### src/rtl/matrix_mult4x4_pkg.sv
// Shared sizes, state encoding and packing helper
// for the 4x4 matrix multiplier.
package matrix_mult4x4_pkg;

    localparam int DW    = 16;
    localparam int N     = 4;
    localparam int BUS_W = N * N * DW;
    localparam int IDX_W = $clog2(N);
    localparam int CNT_W = $clog2(N * N);
    localparam int OFF_W = $clog2(BUS_W);

    typedef enum logic {
        IDLE,
        BUSY
    } state_e;

    // Element [row][col] sits at ((row*N)+col)*DW; [0][0] in the LSBs.
    function automatic logic [OFF_W-1:0] elem_off(
        input logic [IDX_W-1:0] row,
        input logic [IDX_W-1:0] col
    );
        return OFF_W'((int'(row) * N + int'(col)) * DW);
    endfunction

endpackage

### src/rtl/matrix_mult4x4_if.sv
// Operand/result bus between the execution engine
// (master) and the matrix multiplier (slave).
interface matrix_mult4x4_if;
    import matrix_mult4x4_pkg::*;

    logic [BUS_W-1:0] data_in;
    logic [BUS_W-1:0] data_out;
    logic             flag;
    logic             rw;
    logic             en;
    logic             mat_decide;

    modport master (
        output data_in,
        output rw,
        output en,
        output mat_decide,
        input  data_out,
        input  flag
    );

    modport slave (
        input  data_in,
        input  rw,
        input  en,
        input  mat_decide,
        output data_out,
        output flag
    );

endinterface

### src/rtl/matrix_mult4x4_mat_dot4.sv
// Combinational 4-term dot product, result truncated
// to DW bits (mod 2^DW).
module mat_dot4
    import matrix_mult4x4_pkg::*;
(
    input  logic [N-1:0][DW-1:0] a_i,
    input  logic [N-1:0][DW-1:0] b_i,
    output logic [DW-1:0]        dot_o
);

    logic [2*DW-1:0] acc;

    always_comb begin
        acc = '0;
        for (int k = 0; k < N; k++) begin
            acc = acc + ((2*DW)'(a_i[k]) * (2*DW)'(b_i[k]));
        end
        dot_o = acc[DW-1:0];
    end

endmodule

### src/rtl/matrix_mult4x4.sv
// 4x4 matrix multiplier: loads A/B from a shared bus and
// computes C = A x B one element per cycle.
module matrix_mult4x4
    import matrix_mult4x4_pkg::*;
(
    input logic             clk,
    input logic             RESET,
    matrix_mult4x4_if.slave bus
);

    localparam logic [CNT_W-1:0] LAST = CNT_W'(N * N - 1);

    state_e           state_q;
    logic [CNT_W-1:0] idx_q;
    logic [BUS_W-1:0] a_q;
    logic [BUS_W-1:0] b_q;
    logic [BUS_W-1:0] c_q;
    logic             flag_q;

    logic [IDX_W-1:0]     row;
    logic [IDX_W-1:0]     col;
    logic [N-1:0][DW-1:0] a_row;
    logic [N-1:0][DW-1:0] b_col;
    logic [DW-1:0]        elem_d;

    assign row = idx_q[CNT_W-1 -: IDX_W];
    assign col = idx_q[IDX_W-1:0];

    // Row r of A and column c of B feed the single dot-product unit.
    for (genvar k = 0; k < N; k++) begin : g_sel
        assign a_row[k] = a_q[elem_off(row, IDX_W'(k)) +: DW];
        assign b_col[k] = b_q[elem_off(IDX_W'(k), col) +: DW];
    end

    mat_dot4 u_dot (
        .a_i   (a_row),
        .b_i   (b_col),
        .dot_o (elem_d)
    );

    always_ff @(posedge clk or negedge RESET) begin
        if (!RESET) begin
            state_q <= IDLE;
            idx_q   <= '0;
            a_q     <= '0;
            b_q     <= '0;
            c_q     <= '0;
            flag_q  <= 1'b0;
        end else begin
            unique case (state_q)
                IDLE: begin
                    if (bus.en) begin
                        flag_q <= 1'b0;
                        if (bus.rw) begin
                            c_q     <= '0;
                            idx_q   <= '0;
                            state_q <= BUSY;
                        end else if (bus.mat_decide) begin
                            b_q <= bus.data_in;
                        end else begin
                            a_q <= bus.data_in;
                        end
                    end
                end
                BUSY: begin
                    c_q[elem_off(row, col) +: DW] <= elem_d;
                    idx_q <= idx_q + 1'b1;
                    if (idx_q == LAST) begin
                        state_q <= IDLE;
                        flag_q  <= 1'b1;
                    end
                end
                default: state_q <= IDLE;
            endcase
        end
    end

    assign bus.data_out = c_q;
    assign bus.flag     = flag_q;

endmodule

### src/flat_wrapper.sv
// flat-port wrapper written by rule: the top's interface ports become plain ports
module matrix_mult4x4_flat import matrix_mult4x4_pkg::*;
  (clk, RESET, bus_data_in, bus_rw, bus_en, bus_mat_decide, bus_data_out, bus_flag);
  matrix_mult4x4_if bus_i ();
  input logic clk;
  input logic RESET;
  input wire logic [$bits(bus_i.data_in)-1:0] bus_data_in;
  input wire logic [$bits(bus_i.rw)-1:0] bus_rw;
  input wire logic [$bits(bus_i.en)-1:0] bus_en;
  input wire logic [$bits(bus_i.mat_decide)-1:0] bus_mat_decide;
  output wire logic [$bits(bus_i.data_out)-1:0] bus_data_out;
  output wire logic [$bits(bus_i.flag)-1:0] bus_flag;
  assign bus_i.data_in = bus_data_in;
  assign bus_i.rw = bus_rw;
  assign bus_i.en = bus_en;
  assign bus_i.mat_decide = bus_mat_decide;
  assign bus_data_out = bus_i.data_out;
  assign bus_flag = bus_i.flag;
  matrix_mult4x4 u_core (.clk(clk), .RESET(RESET), .bus(bus_i));
endmodule
### config.mk
export PLATFORM = sky130hd
export DESIGN_NAME = matrix_mult4x4_flat
export DESIGN_NICKNAME = d
export VERILOG_FILES = /design/src/rtl/matrix_mult4x4_pkg.sv /design/src/rtl/matrix_mult4x4_if.sv /design/src/rtl/matrix_mult4x4_mat_dot4.sv /design/src/rtl/matrix_mult4x4.sv /design/src/flat_wrapper.sv
export SDC_FILE = /design/constraint.sdc
export NUM_CORES = 2
export LEC_CHECK = 0
export CORE_MARGIN = 3
export CORE_UTILIZATION = 52
export CTS_CLUSTER_SIZE = 8
export DETAILED_ROUTE_END_ITERATION = 10
export HOLD_SLACK_MARGIN = 0.12
export PLACE_DENSITY_LB_ADDON = 0.2
export SYNTH_ARGS = -nofsm -noshare
export SYNTH_HDL_FRONTEND = slang
export SYNTH_SLANG_ARGS = --single-unit
### constraint.sdc
create_clock -name clk -period 9.5 [get_ports clk]
set_input_delay 1.9 -clock clk [delete_from_list [all_inputs] [get_ports clk]]
set_output_delay 1.9 -clock clk [all_outputs]
set_load 0.01 [all_outputs]
==> impl_metrics.py <==
metrics = {
    "timing": {
        "fmax_ghz": 0.108,
        "setup_viol": 0,
        "fin_worst_skew_ns": 0.0273,
        "hold_viol": 0,
        "fin_crit_ns": 9.27,
        "timing.final.crit_share": 0.975,
        "max_slew_margin": 0.0124,
        "tightest_slew_ns": 1.47,
        "slew_viol_final": 0,
        "setup_tns_ns": 0,
        "rsz0062_at_grt": "no",
    },
    "global_routing": {
        "grt_max_degree": 221,
        "grt_pass1_vias": 34800,
        "antenna_found_initial": 13,
        "grt.overflow.total": 0,
        "track_usage": 0.323,
        "grt_pass1_wl_mm": 231,
    },
    "clocking": {
        "clk_latency_ns": 0.69,
        "cts.clk_slew.worst_paths_ns": 0.05,
        "htreeDepth": 3,
        "cts_inserted_buffers": 107,
        "root_buffer": "clkbuf_16",
        "tritoncts": "built",
        "cts_buffer_depth": 3,
        "cts.sink_count": 774,
    },
    "placement": {
        "place_congestion": 0.985,
        "dpl.hpwl_mm": 120,
        "dp.cells": 5695,
        "numPortBuffers": 517,
    },
    "floorplan": {
        "initial_utilization": 0.526,
        "pin_count": 518,
        "fp.dieArea_um2": 96900,
        "die_y_um": 311,
        "die_w_um": 311,
        "coreArea_um2": 92100,
        "row_count": 111,
    },
    "yosys": {
        "ys_warn_count": 0,
        "yosysSeqAreaShare": 0.400,
        "syn-cell-area_um2": 48400,
        "syn_inst": 4061,
        "ys_seq_elements": 774,
        "synth_cell_types": 48,
        "synth_edf_count": 0,
        "synth.avg_cell_area_um2": 11.9,
        "synthesis.nets": 4895,
        "async_flop_share": 1.00,
        "synthFlopType": "dfrtp_1",
    },
    "hold_path": {
        "hold_depth": 2,
        "worstHoldPathType": "flop to flop",
    },
    "worst_setup_path": {
        "startpoint_type": "flop",
        "cpMostUsedCell": "fa_1",
        "crit_end": "u_core.bus.data_out[199]",
        "r2r_slack_ns": 0.23,
        "ff2ff_path_depth": 26,
        "critical_path_required_ns": 10.02,
        "worst-setup-path-type": "flop to flop",
        "setup.worst_path.start": "u_core.idx_q[0]",
        "cp_max_fo": 14,
        "reg2reg_from": "u_core.idx_q[0]",
        "max_stage_delay_ns": 1.15,
        "end_kind": "flop",
        "worstReg2RegEnd": "u_core.bus.data_out[199]",
        "cp.arrival_ns": 9.78,
        "critPathSlowestCell": "xnor2_1",
    },
    "run": {
        "maxCapViolations": 0,
    },
    "finish": {
        "layout.nets": 5421,
        "fillers": 7237,
        "stdcell_count": 5849,
        "drive_gt1_frac": 0.199,
        "area_delta_synth_final_pct": 20.2,
    },
    "routing": {
        "first_pass_iters": 5,
        "wire_per_inst_um": 26.4,
        "drcViolationCount": 0,
        "num_vias": 33500,
        "via_per_inst": 5.73,
        "routed_wl_mm": 155,
        "drt-initial-drc-count": 2946,
        "ant_nets": 0,
    },
    "outcome": {
        "outcome": "finished clean",
    },
}
-- synth_stat cells (all sizes together), types with 6 or more instances --
master  number  area [µm²]
dfrtp      774       19400
inv        520        1950
mux2       512        5770
fa         390        7810
nand2      320        1200
and2       296        1850
o21ai      251        1300
nand3      224        1120
ha         183        2290
clkbuf     168         631
mux4       128        2880
xnor2      113         990
buf         50         309
xor2        29         284
nor2        18        67.6
a21oi       14        70.1
nand2b      11        76.3
or2          9        56.3
a32o         6        60.1
-- stage by stage --
step	worst slack (ns)	instance area (µm²)	hold WS, ns	utilization
after floorplan	0.607	48400	0.475	-
after global placement	0.234	55100	0.462	0.599
after detailed placement	0.0912	55100	0.469	0.599
after CTS	0.0527	58000	0.481	0.630
after global routing	0.0435	58200	0.507	0.633
final	0.234	58300	0.479	0.633
-- area by class of cell --
cell class	instances	area, µm²	share of cell area
clock inverter	5	68.8	0.00118
multi-input combinational	2549	26200	0.450
antenna	8	20.0	0.000344
tap	1243	1560	0.0267
timing repair buffer	635	6250	0.107
sequential	774	19400	0.333
inverter	520	1950	0.0335
clock buffer	115	2790	0.0479
-- cells in the final DEF, fill, tap and decap left out, types with 6 or more instances in the layout --
master / instances
fa_1: 390
o21ai_0: 239
o21ai_2: 12
dfrtp_1: 770
xnor2_1: 111
or2_2: 9
nand2b_1: 10
mux2_2: 512
clkbuf_16: 111
mux4_2: 128
nand2_1: 319
xor2_1: 25
nor2_1: 18
buf_4: 103
buf_12: 15
a21oi_1: 14
nand3_1: 224
inv_1: 520
a32o_1: 6
diode_2: 8
and2_1: 296
ha_1: 183
clkdlybuf4s50_1: 516
-- routing by layer --
| metal | track usage | part of all wire |
|---|---|---|
| met1 | 0.469 | 0.44 |
| met2 | 0.490 | 0.45 |
| met3 | 0.0581 | 0.070 |
| met4 | 0.118 | 0.040 |
| met5 | 0 | 0.00017 |
-- logic make-up after synthesis --
group / after synthesis / share of synthesized area
AND/OR/NAND/NOR: 900 / 0.0934
adder cells (fa/ha/maj): 573 / 0.208
AO/OA/AOI/OAI: 290 / 0.0325
buffers and inverters: 738 / 0.0597
flip-flops: 774 / 0.400
XOR/XNOR: 144 / 0.0272
multiplexers: 642 / 0.179
-- flip-flops by register name, indices dropped and copies added (netlist names) --
register             flops
u_core.b_q             256
u_core.a_q             256
u_core.bus.data_out    256
u_core.state_q           1
u_core.bus.flag          1
u_core.idx_q             4
-- worst min path at each step --
stage	startpoint	to	slack, ns
2_1_floorplan	u_core.a_q[128]	u_core.a_q[128]	0.48
3_3_place_gp	u_core.bus.data_out[217]	u_core.bus.data_out[217]	0.46
3_5_place_dp	u_core.bus.data_out[223]	u_core.bus.data_out[223]	0.47
4_1_cts	u_core.bus.data_out[223]	u_core.bus.data_out[223]	0.48
5_1_grt	u_core.bus.data_out[214]	u_core.bus.data_out[214]	0.51
6_report	u_core.bus.data_out[214]	u_core.bus.data_out[214]	0.48
-- critical path, delay by kind of cell (launching register included) --
family                     cells  cell delay, ns
buffers and inverters          9            0.93
xor gates and xnor gates       1            1.15
AOI/OAI and AO/OA              2            0.32
muxes                          1            0.72
adders and majority gates     11            4.96
and+or+nand+nor                2            0.43
DFF                            1            0.56
-- what timing repair did --
| item | 4_1_cts | 5_1_grt |
|---|---|---|
| resized for setup | 0 | 3 |
| hold buffers | 0 | 0 |
| setup buffers | 0 | 26 |
| endpoints found under the setup margin | 0 | 51 |
Power is left out: the tool's default activity adds up to more than one toggle a clock period on the data nets, which glitch-free logic cannot reach.
